### src/rtl/dram_arb_pkg.sv
// Shared defaults, port-select type and round-robin index helper for the dual-port RAM arbiter.
package dram_arb_pkg;

    localparam int NREQ_DEF   = 4;
    localparam int DATA_W_DEF = 8;
    localparam int ADDR_W_DEF = 10;

    typedef enum logic [1:0] {
        PORT_NONE = 2'd0,
        PORT_1    = 2'd1,
        PORT_2    = 2'd2
    } port_sel_e;

    // Index reached by stepping idx places forward from ptr; ptr < nreq and idx <= nreq.
    function automatic int rr_next(input int ptr, input int idx, input int nreq);
        int sum;
        sum = ptr + idx;
        return (sum >= nreq) ? (sum - nreq) : sum;
    endfunction

endpackage

### src/rtl/dual_ram_arbiter_rr_pick.sv
// Rotating-priority picker: first set request bit at or after ptr, wrapping at NREQ.
module rr_pick
    import dram_arb_pkg::*;
#(
    parameter int NREQ  = NREQ_DEF,
    parameter int IDX_W = (NREQ > 1) ? $clog2(NREQ) : 1
) (
    input  logic [NREQ-1:0]  req,
    input  logic [IDX_W-1:0] ptr,
    output logic [NREQ-1:0]  onehot,
    output logic [IDX_W-1:0] idx,
    output logic             valid
);

    always_comb begin
        logic [IDX_W-1:0] cand_idx;
        onehot   = '0;
        idx      = '0;
        valid    = 1'b0;
        cand_idx = '0;
        for (int k = 0; k < NREQ; k++) begin
            cand_idx = IDX_W'(rr_next(int'(ptr), k, NREQ));
            if (!valid && req[cand_idx]) begin
                onehot[cand_idx] = 1'b1;
                idx              = cand_idx;
                valid            = 1'b1;
            end
        end
    end

endmodule

### src/rtl/dual_ram_arbiter.sv
// Round-robin arbiter granting up to two requesters per cycle onto the two ports of dual_ram_syn.
// Define DRAM_ARB_COLLISION_EN to hold off a second pick that hits the first pick's address with a write.
module dual_ram_arbiter
    import dram_arb_pkg::*;
#(
    parameter int NREQ   = NREQ_DEF,
    parameter int DATA_W = DATA_W_DEF,
    parameter int ADDR_W = ADDR_W_DEF
) (
    input  logic                     clk,
    input  logic                     rst_n,
    input  logic [NREQ-1:0]          req,
    input  logic [NREQ-1:0]          we,
    input  logic [NREQ*ADDR_W-1:0]   addr,
    input  logic [NREQ*DATA_W-1:0]   wdata,
    output logic [NREQ-1:0]          gnt,
    output logic [NREQ-1:0]          rvalid,
    output logic [NREQ*DATA_W-1:0]   rdata,
    output logic [ADDR_W-1:0]        addr1,
    output logic [ADDR_W-1:0]        addr2,
    output logic [DATA_W-1:0]        din1,
    output logic [DATA_W-1:0]        din2,
    output logic                     w_en1,
    output logic                     w_en2,
    input  logic [DATA_W-1:0]        dout1,
    input  logic [DATA_W-1:0]        dout2
);

    localparam int IDX_W = (NREQ > 1) ? $clog2(NREQ) : 1;

    logic [IDX_W-1:0]  r_ptr;
    logic [IDX_W-1:0]  w_ptr_next;
    logic              r_tag_v1;
    logic              r_tag_v2;
    logic [IDX_W-1:0]  r_tag_id1;
    logic [IDX_W-1:0]  r_tag_id2;

    logic [ADDR_W-1:0] w_addr_arr [NREQ];
    logic [DATA_W-1:0] w_wdata_arr [NREQ];
    port_sel_e         w_sel [NREQ];

    logic [NREQ-1:0]   w_oh1;
    logic [NREQ-1:0]   w_oh2;
    logic [NREQ-1:0]   w_req2;
    logic [IDX_W-1:0]  w_idx1;
    logic [IDX_W-1:0]  w_idx2;
    logic              w_v1;
    logic              w_v2;
    logic              w_coll;
    logic              w_g2;

    genvar gi;

    generate
        for (gi = 0; gi < NREQ; gi++) begin : g_unflat
            assign w_addr_arr[gi]  = addr[gi*ADDR_W +: ADDR_W];
            assign w_wdata_arr[gi] = wdata[gi*DATA_W +: DATA_W];
        end
    endgenerate

    rr_pick #(.NREQ(NREQ), .IDX_W(IDX_W)) u_pick1 (
        .req    (req),
        .ptr    (r_ptr),
        .onehot (w_oh1),
        .idx    (w_idx1),
        .valid  (w_v1)
    );

    // Masking the first winner makes the second picker return the next requester in rotation.
    assign w_req2 = req & ~w_oh1;

    rr_pick #(.NREQ(NREQ), .IDX_W(IDX_W)) u_pick2 (
        .req    (w_req2),
        .ptr    (r_ptr),
        .onehot (w_oh2),
        .idx    (w_idx2),
        .valid  (w_v2)
    );

`ifdef DRAM_ARB_COLLISION_EN
    assign w_coll = w_v1 && w_v2
                    && (w_addr_arr[w_idx1] == w_addr_arr[w_idx2])
                    && (we[w_idx1] || we[w_idx2]);
`else
    assign w_coll = 1'b0;
`endif

    assign w_g2 = w_v2 && !w_coll;

    assign gnt = rst_n ? (w_oh1 | (w_g2 ? w_oh2 : '0)) : '0;

    assign addr1 = w_v1 ? w_addr_arr[w_idx1]  : '0;
    assign din1  = w_v1 ? w_wdata_arr[w_idx1] : '0;
    assign w_en1 = rst_n && w_v1 && we[w_idx1];

    assign addr2 = w_g2 ? w_addr_arr[w_idx2]  : '0;
    assign din2  = w_g2 ? w_wdata_arr[w_idx2] : '0;
    assign w_en2 = rst_n && w_g2 && we[w_idx2];

    // A held-off second pick is automatically first in line next cycle because ptr lands just past pick 1.
    always_comb begin
        w_ptr_next = r_ptr;
        if (w_g2) begin
            w_ptr_next = IDX_W'(rr_next(int'(w_idx2), 1, NREQ));
        end else if (w_v1) begin
            w_ptr_next = IDX_W'(rr_next(int'(w_idx1), 1, NREQ));
        end
    end

    always_ff @(posedge clk or negedge rst_n) begin
        if (!rst_n) begin
            r_ptr     <= '0;
            r_tag_v1  <= 1'b0;
            r_tag_v2  <= 1'b0;
            r_tag_id1 <= '0;
            r_tag_id2 <= '0;
        end else begin
            r_ptr     <= w_ptr_next;
            r_tag_v1  <= w_v1 && !we[w_idx1];
            r_tag_v2  <= w_g2 && !we[w_idx2];
            r_tag_id1 <= w_idx1;
            r_tag_id2 <= w_idx2;
        end
    end

    // The two ports never serve the same requester in one cycle, so the port select is unambiguous.
    generate
        for (gi = 0; gi < NREQ; gi++) begin : g_route
            assign w_sel[gi] = (r_tag_v1 && (r_tag_id1 == IDX_W'(gi))) ? PORT_1 :
                               (r_tag_v2 && (r_tag_id2 == IDX_W'(gi))) ? PORT_2 :
                                                                         PORT_NONE;
            assign rvalid[gi] = (w_sel[gi] != PORT_NONE);
            assign rdata[gi*DATA_W +: DATA_W] = (w_sel[gi] == PORT_1) ? dout1 :
                                                (w_sel[gi] == PORT_2) ? dout2 :
                                                                        '0;
        end
    endgenerate

endmodule

### config.mk
export PLATFORM = sky130hd
export DESIGN_NAME = dual_ram_arbiter
export DESIGN_NICKNAME = d
export VERILOG_FILES = /design/src/rtl/dram_arb_pkg.sv /design/src/rtl/dual_ram_arbiter_rr_pick.sv /design/src/rtl/dual_ram_arbiter.sv
export SDC_FILE = /design/constraint.sdc
export NUM_CORES = 1
export LEC_CHECK = 0
export CORE_ASPECT_RATIO = 0.75
export CORE_MARGIN = 3
export CORE_UTILIZATION = 30
export DETAILED_ROUTE_END_ITERATION = 12
export DONT_BUFFER_PORTS = 1
export REMOVE_ABC_BUFFERS = 1
export SETUP_SLACK_MARGIN = 0.1
export SYNTH_ARGS = -nofsm -noshare
export SYNTH_HDL_FRONTEND = slang
export SYNTH_SLANG_ARGS = --single-unit
### constraint.sdc
create_clock -name clk -period 18.05 [get_ports clk]
set_clock_uncertainty 0.2 [all_clocks]
set_input_delay 5.415 -clock clk [delete_from_list [all_inputs] [get_ports clk]]
set_output_delay 5.415 -clock clk [all_outputs]
set_load 0.02 [all_outputs]
Word level (Yosys, flattened, before mapping)
Index checks and enable logic that the tools add are counted.
{ "classes": {"magnitude_cmp": 18, "reduce_logical": 39, "multipliers": 0, "n_addsub": 11, "n_mux": 94, "eq_ne": 14, "n_div": 0, "shift": 0, "bitwise_logic": 11} }
{ "ops": {"columns": ["op", "count"], "rows": [
  ["$mux 8", 14],
  ["$mux 10", 6],
  ["$mux 2", 24],
  ["$bmux 10 s2", 2],
  ["$mux 4", 10],
  ["$bmux 8 s2", 2],
  ["$or 4x4->4", 7],
  ["$logic_and 1x1->1", 24],
  ["$mux 1", 22],
  ["$ge 3x3->1 const B", 7],
  ["$bmux 1 s2", 10],
  ["$lt 2x3->1 const B", 6],
  ["$eq 2x2->1 const B", 8],
  ["$eq 2x1->1 const B", 6],
  ["$sub 2x1->2 const B", 6],
  ["$reduce_bool 2->1", 5],
  ["$add 2x1->3 const B", 3],
  ["$demux 1 s2", 4],
  ["$ge 2x1->1 const B", 4],
  ["$logic_not 1->1", 8],
  ["$add 2x2->3 const B", 2],
  ["$not 2->3", 2],
  ["$and 4x4->4", 1],
  ["$logic_not 2->1", 2],
  ["2 further kinds", 2]
]} }
{ "word_totals": {"ramBits": 0, "reg_bits": 8, "input_bits": 98, "rom_bits": 0, "latch_bits": 0, "wordCells": 192, "memories": 0} }

Logic depth before layout (Yosys ltp)
{ "logic_depth": {"depth_word": 33, "ltp_mapped": 18} }

Hierarchy
A second synthesis with hierarchy kept.
{ "unflattened": {"cells_unflattened": 261, "hier_area_um2": 2791.4} }
{ "by_module_without_submodules": {"columns": ["mod", "area_each_um2", "cells_each", "seq_area_each_um2", "instances"], "rows": [
  ["dual_ram_arbiter", 1948.1, 171, 200.2, 1],
  ["rr_pick", 421.7, 45, 0.0, 2]
]} }

Worst setup path before layout
OpenSTA, ideal clock, no wires.
{ "synth_timing": {"path_kind": "input to output", "start": "input req[1]", "end": "output addr2[0]", "stages": 14, "arrival_ns": 8.484, "required_time_ns": 12.435, "slack_ns": 3.951, "path_cell_list": "buf_6 > mux4_2 > buf_2 > a31o_1 > a221o_1 > a221oi_2 > mux4_2 > o31a_1 > o2111a_2 > nor2_4 > buf_6 > buf_6 > mux2i_1 > o22ai_1"} }
{ "synth_via": {"elab_chain_len": 31, "elab_cells_between_ends": 53} }
{ "synth_lines": {"columns": ["item", "line_no", "text"], "rows": [
  ["start: declaration", "dual_ram_arbiter.sv:12", "input logic [NREQ-1:0] req,"],
  ["$bmux 1 s2", "dual_ram_arbiter_rr_pick.sv:23", "if (!valid && req[cand_idx]) begin"],
  ["$mux 1 (implied by the code)", "dual_ram_arbiter_rr_pick.sv:23", null],
  ["$mux 1", "dual_ram_arbiter_rr_pick.sv:23", null],
  ["$logic_not 1->1", "dual_ram_arbiter_rr_pick.sv:23", null],
  ["$logic_and 1x1->1", "dual_ram_arbiter_rr_pick.sv:23", null],
  ["$mux 1", "dual_ram_arbiter_rr_pick.sv:23", null],
  ["$logic_not 1->1", "dual_ram_arbiter_rr_pick.sv:23", null],
  ["$logic_and 1x1->1", "dual_ram_arbiter_rr_pick.sv:23", null],
  ["[... 14 more ...]", null, null],
  ["$mux 1", "dual_ram_arbiter_rr_pick.sv:23", null],
  ["$logic_not 1->1", "dual_ram_arbiter_rr_pick.sv:23", null],
  ["$logic_and 1x1->1", "dual_ram_arbiter_rr_pick.sv:23", null],
  ["$mux 2", "dual_ram_arbiter_rr_pick.sv:23", null],
  ["$not 2->3 (implied by the code)", "dual_ram_arbiter.sv:96", "assign addr2 = w_g2 ? w_addr_arr[w_idx2] : '0;"],
  ["$bmux 10 s2", "dual_ram_arbiter.sv:96", null],
  ["$mux 10 (implied by the code) (2 in a row)", "dual_ram_arbiter.sv:96", null],
  ["$mux 10 *", "dual_ram_arbiter.sv:96", null],
  ["end: declaration", "dual_ram_arbiter.sv:20", "output logic [ADDR_W-1:0] addr2,"]
]} }
Every way passes the cells marked *; elsewhere a longest branch is shown, timed or not. The select of a mux whose other input is x is not followed.

Final worst setup path
{ "layout_timing": {"start": "input req[3]", "end": "output din2[6]"} }
{ "layout_via": {"elab_chain_len": 31, "elab_cells_between_ends": 53} }
{ "layout_lines": {"columns": ["item", "line_no", "text"], "rows": [
  ["$bmux 1 s2", "dual_ram_arbiter_rr_pick.sv:23", null],
  ["$mux 1 (implied by the code)", "dual_ram_arbiter_rr_pick.sv:23", null],
  ["$mux 1", "dual_ram_arbiter_rr_pick.sv:23", null],
  ["$logic_not 1->1", "dual_ram_arbiter_rr_pick.sv:23", null],
  ["$logic_and 1x1->1", "dual_ram_arbiter_rr_pick.sv:23", null],
  ["$mux 1", "dual_ram_arbiter_rr_pick.sv:23", null],
  ["$logic_not 1->1", "dual_ram_arbiter_rr_pick.sv:23", null],
  ["$logic_and 1x1->1", "dual_ram_arbiter_rr_pick.sv:23", null],
  ["[... 14 more ...]", null, null],
  ["$mux 1", "dual_ram_arbiter_rr_pick.sv:23", null],
  ["$logic_not 1->1", "dual_ram_arbiter_rr_pick.sv:23", null],
  ["$logic_and 1x1->1", "dual_ram_arbiter_rr_pick.sv:23", null],
  ["$mux 2", "dual_ram_arbiter_rr_pick.sv:23", null],
  ["$not 2->3 (implied by the code)", "dual_ram_arbiter.sv:97", "assign din2 = w_g2 ? w_wdata_arr[w_idx2] : '0;"],
  ["$bmux 8 s2", "dual_ram_arbiter.sv:97", null],
  ["$mux 8 (implied by the code) (2 in a row)", "dual_ram_arbiter.sv:97", null],
  ["$mux 8 *", "dual_ram_arbiter.sv:97", null],
  ["end: declaration", "dual_ram_arbiter.sv:22", "output logic [DATA_W-1:0] din2,"]
]} }
Marks and branches as above.

==> results.md <==
- In the final layout, the share of cells above drive strength 1 is 0.1291.
- The number of max-cap violations is 0.
- The clock slew at the register clock pins of the worst setup and hold paths is 0.04 ns.
- The final routed DRC violation total is 0.
- The worst min-delay path class is reg2reg.
- The horizontal die dimension is 120.7 um.
- The mux contribution to synthesized area is 0.3228.
- The max-slew violation count came to 0.
- The most common cell in the synthesized netlist is mux2i_1.
- The first global-routing pass estimated 14910 um of wire.
- At the worst endpoint, the required time is 12.43 ns.
- The library cell occupying the most area in the post-synthesis netlist is mux2i_1.
- The largest fanout on the critical path is 24.
- The final-layout setup total negative slack is 0 ns.
- The yosys synthesis warning count is 0.
- The global-route congestion overflow total is 0.
- The tree built by TritonCTS fans out to 8 sinks.
- The half-perimeter wire length of the detailed placement result is 7714 um.
- Setup repair after global routing left no endpoint under its margin.
- The critical path is of the in2out type.
- The number of violations reported at the end of detailed-routing iteration 0 is 257.
- In the global route stage, overall resource usage came out at 0.1644.
- Port buffering added 0 buffers.
- The portion of the clock cycle consumed by the worst path in the final layout is 0.8522.
- The flow ran to the end, and the final reports show no timing, DRC or antenna violations.
- In this run the tightest slew margin relative to its limit is 0.2486.
- The synthesized netlist cell count is 356.
- The number of buffers added by the clock tree synthesis step is 3.
- The first detailed-routing pass took 4 iterations.
- In this run the number of H-tree levels came out at 1.
- The vertical die dimension is 91.99 um.
- The count of antenna diodes in the layout is 0.
- The final weighted congestion of routability-driven global placement is 0.8878.
- The final wirelength is 9933 um.
- At the worst endpoint, the arrival time is 9.77 ns.
- The number of buffers on the longest clock path is 2.
- The final-report setup violation count is 0.
- The per-cell routed wire length is 21.55 um.
- The total of flip-flops plus latches after synthesis is 8.
- The critical path launch point type is an input port.
- The most common flop cell mapped by yosys is dfrtp_1.
- The clock latency of the later-clocked register in the worst-skew pair is 0.23 ns.
- After synthesis, the largest family of logic cells by area is compound AO/OA/AOI/OAI gates.
- The number of antenna violations at the first check in global routing is 0.
- Once detail routing completed, the nets flagged for antenna violations numbered 0.
- Of the total synthesized cell area, the portion taken by full adders, half adders and majority gates is 0.02961.
- The number of gates resized after CTS is 0.
- The number of global-route vias before repair came to 2887.
- The distinct cell type count of the synthesized netlist is 64.
- In this run the post-CTS setup repair buffer count came out at 0.
- The critical hold path startpoint is r_ptr[1].
- The commonest cells after synthesis are mux2i_1, a22o_1, nand2_1, o22ai_1, mux4_2.
- The launch point of the worst reg-to-reg path is r_ptr[0].
- The portion of the post-synthesis area used by sequential elements is 0.06768.
- Each instance of the synthesized netlist takes up on average 8.309 sq um.
- The number of buffers added to fix hold violations after cts is 0.
- The initial core utilization is 0.3177.
- Pin placement for this block handled 176 I/O pins.
- The xor/xnor cell area share of the yosys netlist is 0.002961.
- For the finished layout, the period the worst path requires is 15.38 ns.
- In the routed layout, each cell is associated on average with a via count of 6.525.
- The highest clock rate is 65.01 MHz.
- By area the synthesized netlist is led by mux2i_1, mux4_2, a22o_1, dfrtp_1, o22ai_1.
- The synthesis-to-finish area growth is 5.076%.
- Entering global routing, the biggest net connects 43 pins.
- The TritonCTS clock tree is done.
- The total number of vias is 3008.
- The launch point of the critical path is req[3].
- The slew at the pin closest to its max-slew limit is 1.125 ns.
- The count of endpoints failing hold in the final timing report is 0.
- The row count is 30.
- The net count of the finished layout is 440.
- Of the total synthesized cell area, the portion taken by AND, OR, NAND and NOR gates is 0.1849.
- After floorplanning, the core was sized to cover 9309 sq um.
- The floorplan die area is 11100 sq um.
- For this run, asynchronously set or reset flops after synthesis account for 1.000.
- The cell area after synthesis is 2958 sq um.
- The synthesized design contains 0 enable-type register cells.
- STA classifies the critical path endpoint as an output pin.
- The area share of the leading cell type in the synthesized netlist is 0.1591.
- The tree is rooted in a clkbuf_16.
- The share of the synthesized area in compound gates (AO/OA/AOI/OAI) is 0.3257.
==> layer usage <==
metal	vias to the layer above	track usage	share of wire
li1	1376	-	-
met1	1454	0.2028	0.40
met2	170	0.2966	0.51
met3	8	0.02959	0.077
met4	0	0.03868	0.012
met5	-	0	0
==> worst paths after layout <==
kind | slack (ns) | depth (start not counted) | end
worst max-delay path | 2.67 | 8 | din2[6]
worst min-delay path | 0.53 | 3 | r_ptr[1]
worst max register to register | 11.68 | 12 | r_ptr[1]
worst min register to register | 0.53 | 3 | r_ptr[1]
max in group asynchronous | 12.89 | 0 | r_tag_id1[1]
min in group asynchronous | 4.68 | 0 | r_tag_id2[0]
==> final cells by class <==
| cell class | count | area (sq um) |
|---|---|---|
| repair buffers | 5 | 37.54 |
| inverters | 11 | 41.29 |
| clock buffers | 3 | 75.07 |
| fillers | 958 | 6201 |
| multi-input cells | 306 | 2594 |
| flip-flops and latches | 8 | 200.2 |
| well taps | 128 | 160.2 |
==> cells in the final DEF, fill, tap and decap left out, drive strengths merged, types with 3 or more instances in the layout <==
cell type  synthesis  routed
mux2i             47      47
and2               4       4
nand2b            11      11
a211oi             3       3
nand3              5       5
or3                3       3
a21oi             10      10
clkbuf            16       3
a22o              32      32
nor3b              3       3
nor2              14      14
ha                 7       7
a31oi              3       3
o21ai             19      19
a221oi             7       7
mux4              20      20
o211ai             3       3
nor2b             19      19
buf               15       5
mux2               3       3
dfrtp              8       8
inv               10      10
a31o               3       3
o22ai             25      25
nand2             29      29
nor3               4       4
==> per-stage QoR <==
stage | hold WS, ns | utilization | setup slack, ns | cell area [sq um] | cells
6_report | 0.5275 | 0.3339 | 2.668 | 3108 | 461
5_1_grt | 0.5833 | 0.3339 | 2.272 | 3108 | 461
4_1_cts | 0.5284 | 0.3339 | 2.657 | 3108 | 461
3_5_place_dp | 0.5219 | 0.3258 | 2.660 | 3033 | 458
3_3_place_gp | 0.5272 | 0.3258 | 2.871 | 3033 | 458
2_1_floorplan | 0.5556 | - | 3.224 | 2803 | 325
==> flip-flops by register name, indices dropped and copies added, names as in the netlist <==
signal     cells
r_ptr          2
r_tag_id1      2
r_tag_id2      2
r_tag_v1       1
r_tag_v2       1
==> critical path, cell delays in order <==
cell	delay, ns
mux4_2	0.58
a31o_1	0.23
a221o_1	0.29
a221oi_2	0.71
a31oi_1	0.17
o32ai_4	0.91
nand2_1	0.77
o22ai_1	0.68
==> cells by family after synthesis <==
kind of cell,after synthesis
AO/OA/AOI/OAI,126
buffers and inverters,42
flip-flops,8
XOR/XNOR,1
multiplexers,70
adder cells (fa/ha/maj),7
AND/OR/NAND/NOR,102
Power is left out: the tool's default activity adds up to more than one toggle a clock period on the data nets, which glitch-free logic cannot reach.
